`src/rtl/power_seq_gen.sv`:
```
// Power-sequence generator: emits n^2 or n^3 for n = 1, 2, 3, ... over a valid/ready
// handshake, built from forward differences and stopped by a term count or by overflow.
module power_seq_gen #(
    parameter int WIDTH = 32,
    parameter int CNT_W = 16
) (
    input  logic             clk,
    input  logic             reset_n,
    input  logic             start_i,
    input  logic             abort_i,
    input  logic             mode_i,
    input  logic [CNT_W-1:0] count_i,
    input  logic             ready_i,
    output logic [WIDTH-1:0] val_o,
    output logic             valid_o,
    output logic             last_o,
    output logic             busy_o,
    output logic             done_o,
    output logic             ovf_o
);
    typedef enum logic {S_IDLE = 1'b0, S_RUN = 1'b1} state_t;

    localparam logic [WIDTH:0] MAX_VAL = {1'b0, {WIDTH{1'b1}}};

    state_t           state_q, state_d;
    logic [WIDTH-1:0] val_q, val_d;
    logic [WIDTH:0]   d1_q, d1_d, d2_q, d2_d, d3_q, d3_d;
    logic [CNT_W-1:0] cnt_q, cnt_d, lim_q, lim_d;
    logic             last_q, last_d, done_q, done_d, ovf_q, ovf_d;

    logic             start_ok_s, accept_s, ovf_now_s, nlast_s;
    logic [WIDTH:0]   sum_s, nd1_s, nd2_s, nsum_s;
    logic [CNT_W-1:0] ncnt_s;

    assign start_ok_s = (state_q == S_IDLE) && start_i && !abort_i;
    assign accept_s   = (state_q == S_RUN) && ready_i && !abort_i;
    assign sum_s      = {1'b0, val_q} + d1_q;
    assign nd1_s      = d1_q + d2_q;
    assign nd2_s      = d2_q + d3_q;
    assign ovf_now_s  = (sum_s > MAX_VAL) || (d1_q > MAX_VAL);
    // Lookahead one term so last_o can be registered alongside the term it qualifies
    assign nsum_s     = {1'b0, sum_s[WIDTH-1:0]} + nd1_s;
    assign ncnt_s     = (cnt_q == {CNT_W{1'b1}}) ? cnt_q : cnt_q + CNT_W'(1'b1);
    assign nlast_s    = ((lim_q != '0) && (ncnt_s == lim_q)) ||
                        (nsum_s > MAX_VAL) || (nd1_s > MAX_VAL);

    // State register
    always_ff @(posedge clk or negedge reset_n) begin
        if (!reset_n) begin
            state_q <= S_IDLE;
        end else begin
            state_q <= state_d;
        end
    end

    // Next-state logic; abort has priority over any acceptance
    always_comb begin
        state_d = state_q;
        case (state_q)
            S_IDLE: begin
                if (start_ok_s) state_d = S_RUN;
                else            state_d = S_IDLE;
            end
            S_RUN: begin
                if (abort_i)                state_d = S_IDLE;
                else if (ready_i && last_q) state_d = S_IDLE;
                else                        state_d = S_RUN;
            end
            default: state_d = S_IDLE;
        endcase
    end

    // Output decode
    always_comb begin
        busy_o  = (state_q == S_RUN);
        valid_o = (state_q == S_RUN);
        val_o   = val_q;
        last_o  = last_q;
        done_o  = done_q;
        ovf_o   = ovf_q;
    end

    // Datapath next-state: difference-engine init, advance and termination
    always_comb begin
        val_d  = val_q;
        d1_d   = d1_q;
        d2_d   = d2_q;
        d3_d   = d3_q;
        cnt_d  = cnt_q;
        lim_d  = lim_q;
        last_d = last_q;
        ovf_d  = ovf_q;
        done_d = 1'b0;
        if (start_ok_s) begin
            val_d  = WIDTH'(1'b1);
            d1_d   = mode_i ? (WIDTH+1)'(4'd7)  : (WIDTH+1)'(4'd3);
            d2_d   = mode_i ? (WIDTH+1)'(4'd12) : (WIDTH+1)'(4'd2);
            d3_d   = mode_i ? (WIDTH+1)'(4'd6)  : (WIDTH+1)'(4'd0);
            cnt_d  = CNT_W'(1'b1);
            lim_d  = count_i;
            last_d = (count_i == CNT_W'(1'b1));
            ovf_d  = 1'b0;
        end else if ((state_q == S_RUN) && abort_i) begin
            last_d = 1'b0;
        end else if (accept_s && last_q) begin
            done_d = 1'b1;
            ovf_d  = ovf_now_s;
            last_d = 1'b0;
        end else if (accept_s) begin
            val_d  = sum_s[WIDTH-1:0];
            d1_d   = nd1_s;
            d2_d   = nd2_s;
            cnt_d  = ncnt_s;
            last_d = nlast_s;
        end else begin
            done_d = 1'b0;
        end
    end

    // Datapath registers
    always_ff @(posedge clk or negedge reset_n) begin
        if (!reset_n) begin
            val_q  <= '0;
            d1_q   <= '0;
            d2_q   <= '0;
            d3_q   <= '0;
            cnt_q  <= '0;
            lim_q  <= '0;
            last_q <= 1'b0;
            done_q <= 1'b0;
            ovf_q  <= 1'b0;
        end else begin
            val_q  <= val_d;
            d1_q   <= d1_d;
            d2_q   <= d2_d;
            d3_q   <= d3_d;
            cnt_q  <= cnt_d;
            lim_q  <= lim_d;
            last_q <= last_d;
            done_q <= done_d;
            ovf_q  <= ovf_d;
        end
    end
endmodule
```
`config.mk`:
```
export PLATFORM = sky130hd
export DESIGN_NAME = power_seq_gen
export DESIGN_NICKNAME = d
export VERILOG_FILES = /design/src/rtl/power_seq_gen.sv
export SDC_FILE = /design/constraint.sdc
export NUM_CORES = 1
export LEC_CHECK = 0
export CORE_ASPECT_RATIO = 0.75
export CORE_MARGIN = 2
export CORE_UTILIZATION = 40
export CTS_CLUSTER_SIZE = 12
export DETAILED_ROUTE_END_ITERATION = 10
export GPL_ROUTABILITY_DRIVEN = 1
export HOLD_SLACK_MARGIN = 0.08
export PLACE_DENSITY_LB_ADDON = 0.25
export SETUP_SLACK_MARGIN = 0.15
export SYNTH_ARGS = -nofsm -noshare
export SYNTH_HDL_FRONTEND = slang
export SYNTH_SLANG_ARGS = --single-unit
```
`constraint.sdc`:
```
create_clock -name clk -period 4.49 [get_ports clk]
set_clock_uncertainty 0.15 [all_clocks]
set_input_delay 0.6735 -clock clk [delete_from_list [all_inputs] [get_ports clk]]
set_output_delay 0.6735 -clock clk [all_outputs]
set_load 0.05 [all_outputs]
```
# == After elaboration in Yosys (flattened, before gate mapping) ==
# Cells that the tools add are included.
# word_totals
regBits,167
in_bits,22
# classes
n_addsub,5
order_cmp,4
n_eq_ne,5
n_mux,34
bitwise_logic,1
n_reduce_logical,18
# op_table
cell,n
$mux 33,8
$gt 33x32->1 const B,4
$mux 32,4
$mux 16,5
$add 32x33->33,2
$add 33x33->33,2
$add 16x1->16 const B,1
$eq 16x1->1 const B,1
$eq 16x16->1,1
$eq 16x16->1 const B,1
$reduce_bool 16->1,1
$mux 1,13
$logic_and 1x1->1,8
$mux 3,2
$mux 4,1
$ne 2x2->1 const B,2
$reduce_bool 2->1,2
$reduce_bool 4->1,1
$logic_or 1x1->1,3
$reduce_and 3->1,1
$pmux 1 s2,1
$reduce_and 2->1,1
$logic_not 1->1,1
$not 1->1,1

# == Logic depth before layout (Yosys ltp) ==
# Gate-level depths: netlist (run 1).
# depth
ltp_word,10
mapped_depth,20
depth_no_buf,20

# == Least setup slack after synthesis (run 1) ==
# No wires, ideal clock.
# synth_timing
path_type,register to register
startpoint,"register val_q[1], in the netlist val_o[1]"
endpoint,"register last_q, in the netlist last_o"
setup_time_ps,132
arrival_time_ps,3946
required_ps,4208
slack_ps,262
path_stages_with_launch,20
path_buffers,0
period_less_slack_ps,4228
path_cell_list,dfrtp_1 > ha_1 > a211oi_1 > nor2_1 > o31ai_1 > a21oi_1 > a32oi_2 > nand2b_1 > a21oi_1 > xnor2_1 > ha_1 > a21o_1 > a21o_1 > a21oi_1 > nor2_1 > a2111oi_0 > nor2_1 > a211o_1 > o31ai_1 > o31ai_1
# synth_between
elab_chain_len,9
# synth_lines
item,line_no,text
start: declaration,26,"logic [WIDTH-1:0] val_q, val_d;"
start signal: assignment,133,val_q <= val_d;
$add 32x33->33,37,"assign sum_s = {1'b0, val_q} + d1_q;"
$add 32x33->33,42,"assign nsum_s = {1'b0, sum_s[WIDTH-1:0]} + nd1_s;"
$gt 33x32->1,45,(nsum_s > MAX_VAL) || (nd1_s > MAX_VAL);
$logic_or 1x1->1,44,assign nlast_s = ((lim_q != '0) && (ncnt_s == lim_q)) ||
$logic_or 1x1->1,45,
$mux 1,109,end else if (accept_s) begin
$mux 1,105,end else if (accept_s && last_q) begin
$mux 1,103,end else if ((state_q == S_RUN) && abort_i) begin
$mux 1,94,if (start_ok_s) begin
end signal: assignment,139,last_q <= last_d;
end: declaration,29,"logic last_q, last_d, done_q, done_d, ovf_q, ovf_d;"
# No other way between the ends. The select of a mux whose other input is x is not followed.
# A chain may end at the register's enable or synchronous reset.

# == Worst setup path after layout (run 1) ==
# layout_timing
startpoint,register d1_q[1]
endpoint,"register last_q, in the netlist last_o"
# layout_between
elab_chain_len,9
# layout_lines
item,line_no,text
start: declaration,27,"logic [WIDTH:0] d1_q, d1_d, d2_q, d2_d, d3_q, d3_d;"
start signal: assignment,124,d1_q <= '0;
start signal: assignment,134,d1_q <= d1_d;
$add 32x33->33 or $add 33x33->33 (tied branches),"37, 38",
$add 32x33->33,42,
$gt 33x32->1,45,
$logic_or 1x1->1,44,
$logic_or 1x1->1 (*),45,
$mux 1 (*),109,
$mux 1 (*),105,
$mux 1 (*),103,
$mux 1 (*),94,
# Mark *: on every way between the ends. The rest lies on a longest branch, timed or not. The select of a mux whose other input is x is not followed.

==> impl_metrics.toml, run 1 <==
[route]
drt_iter0_drc = 431
vias = 8837
drc = 0
postRouteAntennaNets = 0
via_per_inst = 5.53
first_pass_iters = 5
wl_per_cell_um = 16.7
detail_route.wirelength_um = 26600

[worst_setup_path]
cp_data_arrival_time_ps = 4560
reg2reg_slack_ps = 80
end_kind = "register"
cp_max_fo = 4
rr_worst_depth = 20
cpMaxStageDelayCell = "dfrtp_2"
cpPeakStageDelay_ps = 460
cp_data_required_time_ps = 4640
crit_chain = "buf_6 -> fa_2 -> a211oi_2 -> o21bai_2 -> a21o_1 -> nand4_1 -> and2_4 -> o21ai_4 -> buf_4 -> xnor2_2 -> ha_1 -> a21o_1 -> a21oi_2 -> nor2_2 -> a2111oi_4 -> buf_4 -> nor2_2 -> a211o_1 -> o31ai_2 -> o31ai_1"
worstSetupPathType = "reg2reg"
r2r-end = "last_o"
r2r-start = "d1_q[1]"
critPathLaunchType = "register"

[clocking]
htreeDepth = 4
cts_hold_buf = 0
clockBufferDepth = 2
cts_inserted_buffers = 17
clock-sinks = 134
clk_pin_slew_worst_paths_ps = 60
clk_latency_ps = 430
cts-root-buf = "clkbuf_16"
cts_tree = "built"

[global_route]
grt_pass1_vias = 8704
grt_max_degree = 87
grt_pass1_wl_um = 44300
antenna_found_initial = 0
grt_util_all_layers = 0.214
grt-ovfl-total = 0

[floorplan]
ios = 59
initial_core_util = 0.408
row_count = 49
die_y_um = 139
die_w_um = 184
core-area_um2 = 24000
die_area_um2 = 25700

[outcome]
outcome = "completed"

[logic_synthesis]
yosysSeqAreaShare = 0.343
synth_cell_types = 72
synthFlopType = "dfrtp_1"
yosysWarnings = 0
syn_nets = 1204
synth_edf_count = 0
postSynthAreaPerCell_um2 = 9.04
syn_inst = 1081
syn-cell-area_um2 = 9770
ys_async_sr_fraction = 1.00
synth_seq_cells = 134

[final_layout]
diodes = 0
nets = 1378
syn_to_final_growth_pct = 31.0
drive_gt1_frac = 0.213
stdcell_count = 1598

[power_and_ir_drop]
power.leakage_nw = 6.17
peakVddDrop_v = 0.000380
fin_total_pwr_mw = 3.94
power_density_nw_per_um2 = 308

[place]
io_buffers = 58
place_congestion = 0.888
dp_cells = 1539
post-dp-hpwl_um = 19000

[timing]
min_period_ps = 4410
max_freq_mhz = 227
layout_worst_path_cycle_share = 0.981
rsz0062_at_grt = "yes"
finalSetupViolCount = 0
worst_slew_pin_slew_ps = 916
slew_violations = 0
slew_headroom = 0.389
final_hold_viol_count = 0

[worst_hold_path]
hold_path_class = "in2async"

[job]
cap_violations = 0
## worst max-delay path, delay by kind of cell (launching register included)
family,cells,cell delay (ps)
flip-flops,1,460
AND/OR/NAND/NOR,4,530
XOR/XNOR,1,170
AO/OA/AOI/OAI,10,1840
buffers and inverters,3,460
adder cells (fa/ha/maj),2,670
## what timing repair did
action | CTS | global route
resized for setup | 77 | 35
endpoints found under the hold margin | 0 | 0
setup endpoints to repair | 1 | 1
buffers inserted | 20 | 8
pin swaps | 60 | 48
## cell usage in the layout (no fill, tap or decap), types with 8 or more instances in the layout
cell             count
a21o_1              30
a21oi_1             70
a21oi_2             10
a22o_1              60
and3_1              19
buf_4              127
clkbuf_16           17
clkdlybuf4s50_1     57
dfrtp_1            127
ha_1                77
ha_4                18
inv_1               20
nand2_1            126
nand2b_1            11
nand3_1             34
nand4_1             20
nor2_1              69
nor2b_1             14
nor3_1              12
nor4_1               9
o21ai_0             44
o21ai_2              8
o31ai_1              8
or3_1                8
xnor2_1             51
xor2_1              43
## registers in the layout, summed over array words and instances (netlist names)
register	count
d2_q	32
lim_q	16
val_o	32
ovf_o	1
last_o	1
busy_o	1
cnt_q	16
d1_q	33
d3_q	1
done_o	1
## routing by layer
metal / vias to the layer above / global-route usage / share of wire
met2: 166 / 0.321 / 0.44
met1: 4291 / 0.314 / 0.51
li1: 4350 / - / -
met3: 30 / 0.0408 / 0.036
met5: - / 0 / 0
met4: 0 / 0.0568 / 0.013
## report_power, final
group,switching [mW],internal (mW)
clock network,0.556,0.791
logic,0.626,0.563
registers,0.110,1.29
## cell usage after synthesis, types with 20 or more instances
master    count  area share
dfrtp_1     134        0.34
nand2_1     128       0.049
ha_1         97        0.12
a21oi_1      81       0.041
nor2_1       75       0.029
a22o_1       60       0.054
xnor2_1      57       0.051
o21ai_0      50       0.026
xor2_1       44       0.039
nand3_1      36       0.018
a21o_1       31       0.024
clkbuf_1     26       0.010
inv_1        21      0.0081
nand4_1      20       0.013
## worst max path at each step
stage	startpoint	endpoint	slack [ps]	depth (start not counted)
2_1_floorplan	val_o[1]	last_o	260	19
3_3_place_gp	d1_q[1]	last_o	-190	21
3_5_place_dp	d1_q[1]	last_o	-340	21
4_1_cts	d1_q[1]	last_o	10	20
5_1_grt	d1_q[8]	last_o	-100	21
6_report	d1_q[1]	last_o	80	20
## layout make-up
class | count | area [µm²]
fill | 2198 | 11200
multi-input combinational | 891 | 6800
sequential | 134 | 3360
timing repair buffer | 190 | 1590
clock buffer | 21 | 460
tap | 331 | 414
clock inverter | 10 | 98.8
inverter | 21 | 78.8
## through the flow
stage          hold WS [ps]   util  cell area, µm²  worst slack, ps  setup TNS, ps
6_report                139  0.534           12800             83.2              0
5_1_grt                 236  0.534           12800            -96.5          -96.5
3_5_place_dp            373  0.476           11400             -340           -340
4_1_cts                 193  0.525           12600             14.9              0
2_1_floorplan           228      -            9770              262              0
3_3_place_gp            373  0.476           11400             -189           -189
## cells by family after synthesis
| group | Yosys count | share of synthesized area |
|---|---|---|
| AO/OA/AOI/OAI | 324 | 0.230 |
| XOR/XNOR | 101 | 0.0905 |
| adder cells (fa/ha/maj) | 101 | 0.132 |
| buffers and inverters | 56 | 0.0227 |
| AND/OR/NAND/NOR | 362 | 0.179 |
| other | 1 | 0.000384 |
| flip-flops | 134 | 0.343 |
| multiplexers | 2 | 0.00205 |
(Power assumes the default switching activity.)
==> run 2: changes to the inputs <==
==> constraint.sdc (replaced) <==
create_clock -name clk -period 4 [get_ports clk]
set_clock_uncertainty 0.15 [all_clocks]
set_input_delay 0.6 -clock clk [delete_from_list [all_inputs] [get_ports clk]]
set_output_delay 0.6 -clock clk [all_outputs]
set_load 0.05 [all_outputs]
==> run 2 against run 1 <==
Net effect:
- the flow now finishes with violations (negative setup slack)
- critical path depth down 2
- core utilization up 2.6 points
- flip-flop and latch count unchanged
- final area up 4.9%
- sequential share of layout area down 1.2 points
==> impl_metrics.toml, run 2 (synthesis results as in run 1) <==
[outcome]
outcome = "finished with violations"
violations = "negative setup slack"

[final_layout]
regMostFlops = "d1_q"
final_common_cell = "buf_4"
diodes = 0
seq_area_um2 = 3370
nFillCells = 2124
mostFrequentLayoutCells = "buf_4 (218), nand2_1 (128), dfrtp_1 (120)"
largest_reg_flops = 33
syn_to_final_growth_pct = 37.5
final_area_um2 = 13400
drive_gt1_frac = 0.252
multi_input_area_um2 = 6650
stdcell_count = 1692
nets = 1471

[global_route]
antenna_found_initial = 0
grt-ovfl-total = 0
grt_pass1_wl_um = 45100
grt_pass1_vias = 8978
grt_max_degree = 84
grt_util_all_layers = 0.220

[timing]
min_period_ps = 4330
slew_violations = 0
final_hold_viol_count = 0
rsz0062_at_grt = "yes"
fin_ws_ps = -333
slew_headroom = 0.456
setup_tns_ps = -333
finalSetupViolCount = 1
worst_slew_pin_slew_ps = 816
max_freq_mhz = 231
layout_worst_path_cycle_share = 1.08
hold_slack_ps = 99.6

[worst_setup_path]
worstSetupPathType = "reg2reg"
cp_data_arrival_time_ps = 4490
critPathLaunchType = "register"
cp_max_fo = 4
cp_data_required_time_ps = 4160
end_kind = "register"

[route]
drc = 0
drt_iter0_drc = 574
postRouteAntennaNets = 0
via_per_inst = 5.40
detail_route.wirelength_um = 27600
first_pass_iters = 5
wl_per_cell_um = 16.3
vias = 9139

[clocking]
clk_latency_ps = 430
clock-sinks = 134
clockBufferDepth = 2
cts_inserted_buffers = 17
clk_pin_slew_worst_paths_ps = 60
htreeDepth = 4
cts-root-buf = "clkbuf_16"
cts_hold_buf = 0
cts_tree = "built"

[place]
dp_cells = 1638
post-dp-hpwl_um = 20100
post_dp_cell_area_um2 = 12300
io_buffers = 58
place_congestion = 0.875

[floorplan]
die_w_um = 184
die_y_um = 139
core-area_um2 = 24000
initial_core_util = 0.408
ios = 59
die_area_um2 = 25700
row_count = 49

[power_and_ir_drop]
p_sw_frac = 0.325
fin_total_pwr_mw = 4.56
p_comb_frac = 0.304
pwr-share-seq = 0.344
p_int_mw = 3.08
peakVddDrop_v = 0.000428
power.leakage_nw = 6.62
power_frac_clock = 0.352
p_switching_mw = 1.48
power_density_nw_per_um2 = 339

[worst_hold_path]
hold_path_class = "in2async"

[job]
cap_violations = 0
## run 2: changes by cell type in the layout (fill, tap and decap cells not counted), sizes merged
| cell | previous run | this run |
|---|---|---|
| buf | 133 | 226 |
| clkbuf | 21 | 23 |
| clkinv | 5 | 3 |
| bufinv | 1 | 2 |
## run 2: what timing repair did
action                                  CTS  global route
pin swaps                                51            33
resized for setup                        46            24
endpoints found under the setup margin    1             1
setup buffers                            18             4
## run 2: area by class of cell
| class | instances | area share |
|---|---|---|
| Tap cell | 331 | 0.0308 |
| Clock inverter | 9 | 0.00885 |
| Multi-Input combinational cell | 891 | 0.495 |
| Inverter | 21 | 0.00587 |
| Timing Repair Buffer | 283 | 0.174 |
| Clock buffer | 23 | 0.0348 |
| Sequential cell | 134 | 0.251 |
## run 2: path summary, 6_finish.rpt
check                      cells after the start  slack (ps)      from        end
min in group clk                               2         380  lim_q[4]   lim_q[4]
setup / recovery                              18        -330   d1_q[7]     last_o
hold / removal                                 1         100   reset_n  val_o[26]
max in group asynchronous                      2        2810   reset_n    d1_q[1]
hold reg to reg                                2         380  lim_q[4]   lim_q[4]
setup reg to reg                              18        -330   d1_q[7]     last_o
## run 2: power by group through the flow
stage / registers (mW) / clock network (mW) / logic (mW)
final: 1.57 / 1.60 / 1.39
after floorplan: 1.62 / 0 / 0.703
after detailed placement: 1.57 / 0 / 1.25
after CTS: 1.55 / 1.63 / 1.33
after global placement: 1.57 / 0 / 1.22
after global routing: 1.58 / 1.70 / 1.56
## run 2: per-stage QoR
stage	utilization	setup slack, ps
after floorplan	-	-71.6
after global placement	0.514	-540
after detailed placement	0.514	-603
after CTS	0.553	-400
after global routing	0.560	-566
final	0.560	-333
## run 2: worst max-delay path: stages (launching register included)
cell      delay, ps
dfrtp_1         410
ha_1            350
buf_4           150
nand3_1          70
a32oi_1         230
a21o_1          250
nand4_1         230
buf_4           190
a21o_1          170
a21o_1          200
a311oi_2        300
xor2_1          230
ha_1            270
nor2b_1         150
o21ai_2         140
o211ai_1        110
a211o_1         300
o31ai_1         210
o31ai_1         100
## run 2: metal layers
layer / vias up / part of all wire / routed length, µm / GRT usage
met4: 0 / 0.015 / 419 / 0.0606
met5: - / 0 / 0 / 0
met2: 177 / 0.45 / 12300 / 0.335
li1: 4541 / - / - / -
met3: 29 / 0.044 / 1220 / 0.0419
met1: 4392 / 0.49 / 13600 / 0.317
==> run 3: changes to the inputs <==
==> constraint.sdc (replaced) <==
create_clock -name clk -period 3.6 [get_ports clk]
set_clock_uncertainty 0.15 [all_clocks]
set_input_delay 0.54 -clock clk [delete_from_list [all_inputs] [get_ports clk]]
set_output_delay 0.54 -clock clk [all_outputs]
set_load 0.05 [all_outputs]
==> run 3 against run 2 <==
Net effect:
- the run still ends with negative setup slack left
- clock-buffer cell count fell by 1
- maximum frequency fell by 1.4%
- register-to-register slack got worse by 460 ps
- global-route usage rose by 0.77 points
- via count rose by 2.9%
- non-clock buffer count rose by 59
==> impl_metrics.toml, run 3 (synthesis results as in run 1) <==
[job]
cap_violations = 0

[timing]
slew_headroom = 0.397
fin_ws_ps = -794
rsz0062_at_grt = "yes"
finalSetupViolCount = 1
max_freq_mhz = 228
setup_tns_ps = -794
final_hold_viol_count = 0
min_period_ps = 4390
slew_violations = 0
hold_slack_ps = 67.7
layout_worst_path_cycle_share = 1.22
worst_slew_pin_slew_ps = 905

[worst_setup_path]
cp_max_fo = 5
cp.depth = 21
cpPeakStageDelay_ps = 470
reg2reg_slack_ps = -790
cp_num_buf_inv = 2
worstSetupPathType = "reg2reg"
r2r-start = "d2_q[9]"
r2r-end = "last_o"
crit_family = "compound AO/OA/AOI/OAI gates"
critPathLaunchType = "register"
cpMaxStageDelayCell = "dfrtp_2"
rr_worst_depth = 21
end_kind = "register"
cp-endpoint = "last_o"
cp_data_arrival_time_ps = 4560
startpoint = "d2_q[9]"
crit_chain = "ha_4 -> and4_1 -> a221oi_1 -> o21ai_1 -> o211ai_2 -> buf_4 -> a21oi_1 -> o21ai_0 -> nor3b_1 -> a21oi_1 -> nand2b_1 -> ha_1 -> a21o_1 -> a21oi_2 -> nor2_1 -> a2111oi_4 -> buf_4 -> nor2_1 -> a211o_1 -> o31ai_1 -> o31ai_1"
cp_data_required_time_ps = 3760

[route]
postRouteAntennaNets = 0
detail_route.wirelength_um = 28300
first_pass_iters = 6
drc = 0
wl_per_cell_um = 16.2
vias = 9406
drt_iter0_drc = 578
via_per_inst = 5.37

[final_layout]
largest_reg_flops = 33
seq_area_um2 = 3370
stdcell_count = 1750
multi_input_area_um2 = 6710
diodes = 0
nFillCells = 2038
post-route-util = 0.578
nets = 1530
final_common_cell = "buf_4"
drive_gt1_frac = 0.289
regMostFlops = "d1_q"
mostFrequentLayoutCells = "buf_4 (278), nand2_1 (127), dfrtp_1 (119)"
final_area_um2 = 13800
syn_to_final_growth_pct = 41.7

[floorplan]
initial_core_util = 0.408
die_w_um = 184
die_area_um2 = 25700
row_count = 49
die_y_um = 139
ios = 59
core-area_um2 = 24000

[global_route]
grt_max_degree = 92
grt_pass1_vias = 9244
grt-ovfl-total = 0
grt_pass1_wl_um = 47000
antenna_found_initial = 0
grt_util_all_layers = 0.227

[place]
io_buffers = 58
pre_cts_ws_ps = -1150
place_congestion = 0.921
post-dp-hpwl_um = 20500
post_dp_cell_area_um2 = 12700
dp_cells = 1693

[worst_hold_path]
hold_path_class = "in2async"

[clocking]
clk_latency_ps = 440
cts_inserted_buffers = 17
cts_tree = "built"
clk_pin_slew_worst_paths_ps = 70
cts-root-buf = "clkbuf_16"
clockBufferDepth = 2
htreeDepth = 4
clock-sinks = 134
cts_hold_buf = 0

[outcome]
outcome = "finished with violations"
violations = "negative setup slack"

[power_and_ir_drop]
fin_total_pwr_mw = 5.08
power.leakage_nw = 6.88
power_density_nw_per_um2 = 367
peakVddDrop_v = 0.000549
==> run 3: worst reg2reg max path: stages (launching register included) <==
cell       delay, ps
dfrtp_2          470
ha_4             260
and4_1           220
a221oi_1         260
o21ai_1          160
o211ai_2         280
buf_4            170
a21oi_1           70
o21ai_0          230
nor3b_1           80
a21oi_1          170
nand2b_1          80
ha_1             300
a21o_1           180
a21oi_2          160
nor2_1            80
a2111oi_4        210
buf_4            160
nor2_1            30
a211o_1          240
o31ai_1          220
o31ai_1          110
==> run 3: report_power, final <==
group / internal, mW / total, mW / switching (mW)
combinational: 0.842 / 1.69 / 0.844
clock: 0.920 / 1.64 / 0.722
sequential: 1.61 / 1.75 / 0.135
total: 3.38 / 5.08 / 1.70
==> run 3: how the worst min path moves through the flow <==
stage             start         to  slack (ps)  cells past startpoint
6_report        reset_n  val_o[24]          70                      1
2_1_floorplan   reset_n     busy_o          90                      0
3_3_place_gp   lim_q[4]   lim_q[4]         360                      2
5_1_grt         reset_n  val_o[22]         130                      1
3_5_place_dp   lim_q[2]   lim_q[2]         360                      2
4_1_cts         reset_n  val_o[22]         100                      1
==> run 3: layout make-up <==
type                    instances  share of cell area
repair buffers                342               0.198
well taps                     331              0.0299
flip-flops and latches        134               0.244
inverters                      21             0.00569
multi-input cells             891               0.485
clock inverters                 9             0.00515
clock buffers                  22              0.0335
==> run 3: per-layer routing <==
layer  routed length, µm  track usage  share of wire
met2               12400        0.344           0.44
met3                1120       0.0377          0.039
met5                   0            0              0
met1               14500        0.335           0.51
met4                 340       0.0581          0.012
==> run 3: repair_timing <==
item | in CTS | in global routing
endpoints found under the hold margin | 0 | 0
resized for setup | 41 | 43
pin swaps | 31 | 44
setup endpoints to repair | 1 | 3
buffers inserted | 9 | 17
